### config.mk
export PLATFORM = sky130hd
export DESIGN_NAME = mux_lane_arbiter_flat
export DESIGN_NICKNAME = d
export VERILOG_FILES = /design/src/rtl/mux_lane_arbiter_pkg.sv /design/src/rtl/mux_lane_arbiter_if.sv /design/src/rtl/mux_lane_arbiter_fifo.sv /design/src/rtl/mux_lane_arbiter.sv /design/src/flat_wrapper.sv
export SDC_FILE = /design/constraint.sdc
export NUM_CORES = 1
export LEC_CHECK = 0
export CORE_AREA = 8 8 105 79
export CTS_CLUSTER_DIAMETER = 40
export DETAILED_ROUTE_END_ITERATION = 12
export DIE_AREA = 0 0 113 87
export PLACE_DENSITY = 0.91
export SETUP_SLACK_MARGIN = 0.2
export SYNTH_ARGS = -nofsm -noshare
export SYNTH_HDL_FRONTEND = slang
export SYNTH_SLANG_ARGS = --single-unit
### constraint.sdc
create_clock -name clk -period 7.88 [get_ports clk]
set_clock_uncertainty 0.1 [all_clocks]
set_input_delay 1.182 -clock clk [delete_from_list [all_inputs] [get_ports clk]]
set_output_delay 1.182 -clock clk [all_outputs]
set_load 0.01 [all_outputs]
### src/rtl/mux_lane_arbiter_pkg.sv
// Shared types and default sizing for the two-lane mux arbiter.
package mux_arb_pkg;

  localparam int DEF_DATA_W    = 8;
  localparam int DEF_DEPTH     = 4;
  localparam int DEF_MAX_BURST = 2;

  typedef logic lane_t;

  typedef enum logic [1:0] {
    IDLE   = 2'd0,
    GRANT0 = 2'd1,
    GRANT1 = 2'd2
  } arb_state_t;

  function automatic arb_state_t grant_state(lane_t lane);
    return lane ? GRANT1 : GRANT0;
  endfunction

endpackage

### src/rtl/mux_lane_arbiter_if.sv
// Lane inputs and shared output handshake between the lane sources and the mux datapath.
interface mux_lane_arbiter_if
  import mux_arb_pkg::*;
#(
  parameter int DATA_W = DEF_DATA_W
);
  logic [DATA_W-1:0] data_in_0;
  logic              valid_in_0;
  logic              ready_0;
  logic [DATA_W-1:0] data_in_1;
  logic              valid_in_1;
  logic              ready_1;
  logic [DATA_W-1:0] data_out;
  logic              valid_out;
  logic              ready_out;
  lane_t             sel_out;

  modport master (
    output data_in_0, valid_in_0, data_in_1, valid_in_1, ready_out,
    input  ready_0, ready_1, data_out, valid_out, sel_out
  );

  modport slave (
    input  data_in_0, valid_in_0, data_in_1, valid_in_1, ready_out,
    output ready_0, ready_1, data_out, valid_out, sel_out
  );
endinterface

### src/rtl/mux_lane_arbiter_fifo.sv
// Per-lane synchronous FIFO; storage is not reset, only pointers and occupancy.
module lane_fifo #(
  parameter int DATA_W = 8,
  parameter int DEPTH  = 4
) (
  input  logic                       clk,
  input  logic                       reset,
  input  logic                       push,
  input  logic                       pop,
  input  logic [DATA_W-1:0]          din,
  output logic [DATA_W-1:0]          dout,
  output logic                       full,
  output logic                       empty,
  output logic [$clog2(DEPTH+1)-1:0] count
);
  localparam int AW = $clog2(DEPTH);
  localparam int CW = $clog2(DEPTH + 1);
  localparam logic [CW-1:0] FULL_CNT = CW'(DEPTH);
  localparam logic [CW-1:0] ONE_CNT  = CW'(1);

  logic [DATA_W-1:0] mem [DEPTH];
  logic [AW-1:0]     wr_ptr;
  logic [AW-1:0]     rd_ptr;
  logic              push_ok;
  logic              pop_ok;

  assign full    = (count == FULL_CNT);
  assign empty   = (count == '0);
  assign push_ok = push && !full;
  assign pop_ok  = pop && !empty;
  assign dout    = mem[rd_ptr];

  always_ff @(posedge clk) begin
    if (push_ok) mem[wr_ptr] <= din;
  end

  // Pointers wrap naturally because DEPTH is a power of two.
  always_ff @(posedge clk or negedge reset) begin
    if (!reset) begin
      wr_ptr <= '0;
      rd_ptr <= '0;
      count  <= '0;
    end else begin
      if (push_ok) wr_ptr <= wr_ptr + AW'(1);
      if (pop_ok)  rd_ptr <= rd_ptr + AW'(1);
      case ({push_ok, pop_ok})
        2'b10:   count <= count + ONE_CNT;
        2'b01:   count <= count - ONE_CNT;
        default: count <= count;
      endcase
    end
  end
endmodule

### src/rtl/mux_lane_arbiter.sv
// Two-lane round-robin arbiter with burst limit feeding a registered valid/ready output stage.
module mux_lane_arbiter
  import mux_arb_pkg::*;
#(
  parameter int DATA_W    = DEF_DATA_W,
  parameter int DEPTH     = DEF_DEPTH,
  parameter int MAX_BURST = DEF_MAX_BURST
) (
  input logic               clk,
  input logic               reset,
  mux_lane_arbiter_if.slave bus
);
  localparam int CW = $clog2(DEPTH + 1);
  localparam int BW = $clog2(MAX_BURST + 1);
  localparam logic [BW-1:0] BURST_MAX = BW'(MAX_BURST);
  localparam logic [BW-1:0] BURST_ONE = BW'(1);

  logic [DATA_W-1:0] dout0, dout1;
  logic              full0, full1, empty0, empty1;
  logic [CW-1:0]     count0, count1;
  logic              push0, push1, pop0, pop1;
  logic              ne0, ne1;

  arb_state_t        state;
  logic [BW-1:0]     burst;
  lane_t             last;

  arb_state_t        nxt_state;
  logic [BW-1:0]     nxt_burst;
  logic              pop_en;
  lane_t             pop_lane;
  logic              load;
  lane_t             own;
  logic              own_ne, oth_ne;

  logic [DATA_W-1:0] data_p1;
  logic              vld_p1;
  lane_t             sel_p1;

  // Occupancy is exposed by the FIFOs for debug taps; the arbiter only needs full/empty.
  logic unused_counts;
  assign unused_counts = ^{count0, count1};

  assign bus.ready_0 = reset && !full0;
  assign bus.ready_1 = reset && !full1;
  assign push0       = bus.valid_in_0 && bus.ready_0;
  assign push1       = bus.valid_in_1 && bus.ready_1;
  assign ne0         = !empty0;
  assign ne1         = !empty1;
  assign pop0        = pop_en && (pop_lane == 1'b0);
  assign pop1        = pop_en && (pop_lane == 1'b1);

  lane_fifo #(.DATA_W(DATA_W), .DEPTH(DEPTH)) u_fifo0 (
    .clk   (clk),
    .reset (reset),
    .push  (push0),
    .pop   (pop0),
    .din   (bus.data_in_0),
    .dout  (dout0),
    .full  (full0),
    .empty (empty0),
    .count (count0)
  );

  lane_fifo #(.DATA_W(DATA_W), .DEPTH(DEPTH)) u_fifo1 (
    .clk   (clk),
    .reset (reset),
    .push  (push1),
    .pop   (pop1),
    .din   (bus.data_in_1),
    .dout  (dout1),
    .full  (full1),
    .empty (empty1),
    .count (count1)
  );

  // Stage p0: grant decision from FIFO state, evaluated only when the output can load.
  assign load   = !vld_p1 || bus.ready_out;
  assign own    = (state == GRANT1);
  assign own_ne = own ? ne1 : ne0;
  assign oth_ne = own ? ne0 : ne1;

  always_comb begin
    nxt_state = state;
    nxt_burst = burst;
    pop_en    = 1'b0;
    pop_lane  = 1'b0;
    if (load) begin
      case (state)
        IDLE: begin
          if (ne0 || ne1) begin
            pop_en    = 1'b1;
            pop_lane  = (ne0 && ne1) ? !last : ne1;
            nxt_state = grant_state(pop_lane);
            nxt_burst = BURST_ONE;
          end
        end
        GRANT0, GRANT1: begin
          if (own_ne && ((burst < BURST_MAX) || !oth_ne)) begin
            pop_en    = 1'b1;
            pop_lane  = own;
            nxt_burst = (burst == BURST_MAX) ? BURST_MAX : burst + BURST_ONE;
          end else if (oth_ne) begin
            pop_en    = 1'b1;
            pop_lane  = !own;
            nxt_state = grant_state(!own);
            nxt_burst = BURST_ONE;
          end else begin
            nxt_state = IDLE;
          end
        end
        default: nxt_state = IDLE;
      endcase
    end
  end

  // Stage p1: FSM state and registered output word.
  always_ff @(posedge clk or negedge reset) begin
    if (!reset) begin
      state   <= IDLE;
      burst   <= '0;
      last    <= 1'b1;
      data_p1 <= '0;
      vld_p1  <= 1'b0;
      sel_p1  <= 1'b0;
    end else if (load) begin
      state <= nxt_state;
      burst <= nxt_burst;
      if (pop_en) begin
        data_p1 <= pop_lane ? dout1 : dout0;
        sel_p1  <= pop_lane;
        vld_p1  <= 1'b1;
        last    <= pop_lane;
      end else begin
        vld_p1  <= 1'b0;
      end
    end
  end

  assign bus.data_out  = data_p1;
  assign bus.valid_out = vld_p1;
  assign bus.sel_out   = sel_p1;
endmodule

### src/flat_wrapper.sv
// flat-port wrapper written by rule: the top's interface ports become plain ports
module mux_lane_arbiter_flat import mux_arb_pkg::*;
#(
  parameter int DATA_W    = DEF_DATA_W,
  parameter int DEPTH     = DEF_DEPTH,
  parameter int MAX_BURST = DEF_MAX_BURST
)
  (clk, reset, bus_data_in_0, bus_valid_in_0, bus_data_in_1, bus_valid_in_1, bus_ready_out, bus_ready_0, bus_ready_1, bus_data_out, bus_valid_out, bus_sel_out);
  mux_lane_arbiter_if #(.DATA_W(DATA_W)) bus_i ();
  input logic clk;
  input logic reset;
  input wire logic [$bits(bus_i.data_in_0)-1:0] bus_data_in_0;
  input wire logic [$bits(bus_i.valid_in_0)-1:0] bus_valid_in_0;
  input wire logic [$bits(bus_i.data_in_1)-1:0] bus_data_in_1;
  input wire logic [$bits(bus_i.valid_in_1)-1:0] bus_valid_in_1;
  input wire logic [$bits(bus_i.ready_out)-1:0] bus_ready_out;
  output wire logic [$bits(bus_i.ready_0)-1:0] bus_ready_0;
  output wire logic [$bits(bus_i.ready_1)-1:0] bus_ready_1;
  output wire logic [$bits(bus_i.data_out)-1:0] bus_data_out;
  output wire logic [$bits(bus_i.valid_out)-1:0] bus_valid_out;
  output wire logic [$bits(bus_i.sel_out)-1:0] bus_sel_out;
  assign bus_i.data_in_0 = bus_data_in_0;
  assign bus_i.valid_in_0 = bus_valid_in_0;
  assign bus_i.data_in_1 = bus_data_in_1;
  assign bus_i.valid_in_1 = bus_valid_in_1;
  assign bus_i.ready_out = bus_ready_out;
  assign bus_ready_0 = bus_i.ready_0;
  assign bus_ready_1 = bus_i.ready_1;
  assign bus_data_out = bus_i.data_out;
  assign bus_valid_out = bus_i.valid_out;
  assign bus_sel_out = bus_i.sel_out;
  mux_lane_arbiter #(.DATA_W(DATA_W), .DEPTH(DEPTH), .MAX_BURST(MAX_BURST)) u_core (.clk(clk), .reset(reset), .bus(bus_i));
endmodule
==> summary.txt <==
layout cells sized above 1 = 0.1414
Worst Path Buf+Inv = 4
Total Routing Usage GR = 0.1624
cell family with most CP delay = buffers and inverters
CTS Buf Count = 9
sequential element share of the synthesized area = 0.6651
cell area after synthesis = 3983 um^2
R2R depth = 14
worst-path cell chain = clkdlybuf4s50_1, buf_4, inv_1, a31oi_1, clkdlybuf4s50_1
vias in the first global route = 2292
setup violators final = 0
Synth top area share = 0.4826
Diodes inserted = 0
Num Clock Sinks = 93
Syn Nets = 290
drt pass-1 iters = 4
site row count = 26
Syn-to-layout area delta = 15.61%
asr flop ratio synth = 0.3118
starting DRC count in detailed routing = 149
largest cells by area after synthesis = edfxtp_1 (48%), dfrtp_1 (18%), mux4_2 (9.0%), ha_1 (4.4%), mux2i_1 (2.3%)
vias = 2187
Synth Instances = 253
Final ANT Viol Nets = 0
crit path max fanout = 30
synth warn = 0
Finished Layout Cells = 381
Die ar. = 9831 um^2
total leakage power = 1.744 nW
Clock Path Buffers = 2
Die Height = 87 um
prevailing post-synth register cell = edfxtp_1
kind of critical path = in -> out
CP Launch Type = input port
Sw Share = 0.3682
first-pass GRT wire length = 11.88 mm
Worst-Margin Slew = 0.6140 ns
min cycle time layout = 4.429 ns
CP arrival = 3.15 ns
# DRC = 0
worst hold path type = reg -> reg
Total Nets Final = 329
estimated wirelength of the detail-placed design = 5.496 mm
largest net degree at the start of global routing = 31
area of all sequential standard cells = 2649 um^2
area leader, netlist = edfxtp_1
power per cell area = 396.6 nW/um^2
port bufs = 32
Vias per Instance = 5.740
register share of total power = 0.417
number of distinct library cells after synthesis = 38
outcome = complete, no violations
Comb power frac = 0.413
P_int = 1.154 mW
Setup crit end kind = output port
fillers = 460
f_max = 0.2258 GHz
Max-slew headroom = 0.5907
Synth Register Bits = 93
post-cts hold buffer count = 0
clock network power share = 0.170
Hold Fails Final Rpt = 0
routability cong. = 0.8590
initial core utilization = 0.5830
Avg WL per Cell = 19.64 um
placed instance count = 365
syn avg cell area = 15.74 um^2
gr ovfl total = 0
multi-input logic area = 1236 um^2
Final Cycle Share = 0.5620
CTS tree = yes
worst stage delay on the critical path = 0.64 ns
Critical Path RT = 6.60 ns
# IOs = 33
Clock transition at path regs = 0.09 ns
Core ar. = 6832 um^2
Max Slew Vio Count = 0
Worst IR Drop VDD = 0.2249 mV
Fin Setup TNS = 0 ns
final hold slack = 0.3964 ns
max_cap viols = 0
Slowest-stage cell, CP = clkdlybuf4s50_1
EDFF count, synth = 64
Clock Latency Late Sink = 0.36 ns
Die W = 113 um
Hold Crit Depth = 2
total wire length = 7.481 mm
critical path's most frequent cell = clkdlybuf4s50_1
H-tree Lvls = 3
Root Driver = clkbuf_8
stages on the worst setup path = 5
RSZ-0062 raised after global routing = false
Net Sw Power = 672.4 uW
initial antenna violation count = 0
Post-CTS Repair Setup Buffers = 0
post_cts resized = 0
[flip-flops by register name, summed over array words and instances, names as in the netlist]
| name | cells |
|---|---|
| u_core.burst | 2 |
| u_core.state | 2 |
| u_core.bus.sel_out | 1 |
| u_core.u_fifo1.rd_ptr | 2 |
| u_core.u_fifo1.mem | 32 |
| u_core.u_fifo1.count | 3 |
| u_core.u_fifo0.count | 3 |
| u_core.u_fifo0.wr_ptr | 2 |
| u_core.u_fifo1.wr_ptr | 2 |
| u_core.bus.valid_out | 1 |
| u_core.bus.data_out | 8 |
| u_core.last | 1 |
| u_core.u_fifo0.rd_ptr | 2 |
| u_core.u_fifo0.mem | 32 |
[per-stage QoR]
step / setup WS [ns] / total power [mW] / cell area (um^2) / utilization
6_report: 3.451 / 1.826 / 4604 / 0.6740
5_1_grt: 3.251 / 1.935 / 4604 / 0.6740
4_1_cts: 3.445 / 1.836 / 4604 / 0.6740
3_5_place_dp: 3.446 / 1.525 / 4404 / 0.6447
3_3_place_gp: 3.513 / 1.470 / 4404 / 0.6447
2_1_floorplan: 4.844 / 1.292 / 3983 / -
[placed cells by master, fill, tap and decap left out, types with 9 or more instances in the layout]
master           netlist  layout
nor2_1                14      14
mux2i_1                9       9
clkbuf_8               0      10
dfrtp_1               28      28
inv_1                 19      19
edfxtp_1              64      64
a21oi_1               10      10
mux4_2                16      16
clkdlybuf4s50_1        0      32
ha_1                  14      14
nand2_1               16      16
[power groups by stage]
stage | registers, mW | clock network (mW) | logic (mW)
3_3_place_gp | 0.766 | 0 | 0.704
5_1_grt | 0.778 | 0.333 | 0.824
2_1_floorplan | 0.716 | 0 | 0.577
3_5_place_dp | 0.772 | 0 | 0.753
6_report | 0.761 | 0.311 | 0.754
4_1_cts | 0.763 | 0.316 | 0.757
[worst min-delay path: stages, from the launching register on]
cell and delay [ns]:
dfrtp_1 0.36, nand2_1 0.05, nand2_1 0.05
[kinds of logic (layout without fill, tap and decap cells)]
kind of cell | count (synthesis) | count (layout) | share of synthesized area
compound gates | 27 | 27 | 0.04367
mux | 27 | 27 | 0.1206
buf+inv | 26 | 70 | 0.02608
simple gates | 52 | 52 | 0.06409
xor+xnor | 12 | 12 | 0.02639
fa+ha+maj | 16 | 16 | 0.05404
flops | 93 | 93 | 0.6651
[metal layers]
layer / routed length, um / share of wire / vias up / global-route usage
li1: - / - / 1016 / -
met1: 3193 / 0.43 / 1105 / 0.1928
met2: 3830 / 0.51 / 59 / 0.2775
met3: 393 / 0.053 / 7 / 0.05817
met4: 63 / 0.0084 / 0 / 0.03976
met5: 0 / 0 / - / 0
[synth_stat cells, types with 3 or more instances]
cell	n
edfxtp_1	64
dfrtp_1	28
inv_1	19
mux4_2	16
nand2_1	16
ha_1	14
nor2_1	14
a21oi_1	10
mux2i_1	9
and3_1	8
o21ai_0	7
xnor2_1	7
xor2_1	5
buf_1	3
[final timing paths]
kind	endpoint	slack, ns	start
max	bus_ready_0	3.45	reset
min	u_core.bus.sel_out	0.40	u_core.bus.sel_out
max reg2reg	u_core.u_fifo1.count[2]	4.70	u_core.state[1]
min reg2reg	u_core.bus.sel_out	0.40	u_core.bus.sel_out
max in group asynchronous	u_core.last	6.25	reset
min in group asynchronous	u_core.bus.data_out[4]	1.11	reset
[layout make-up]
cell class	count	area share
flip-flops and latches	93	0.5753
clock inverters	6	0.01359
multi-input cells	134	0.2685
clock buffers	10	0.02989
well taps	84	0.02283
inverters	19	0.01549
repair buffers	35	0.07446
(Power assumes the default switching activity.)
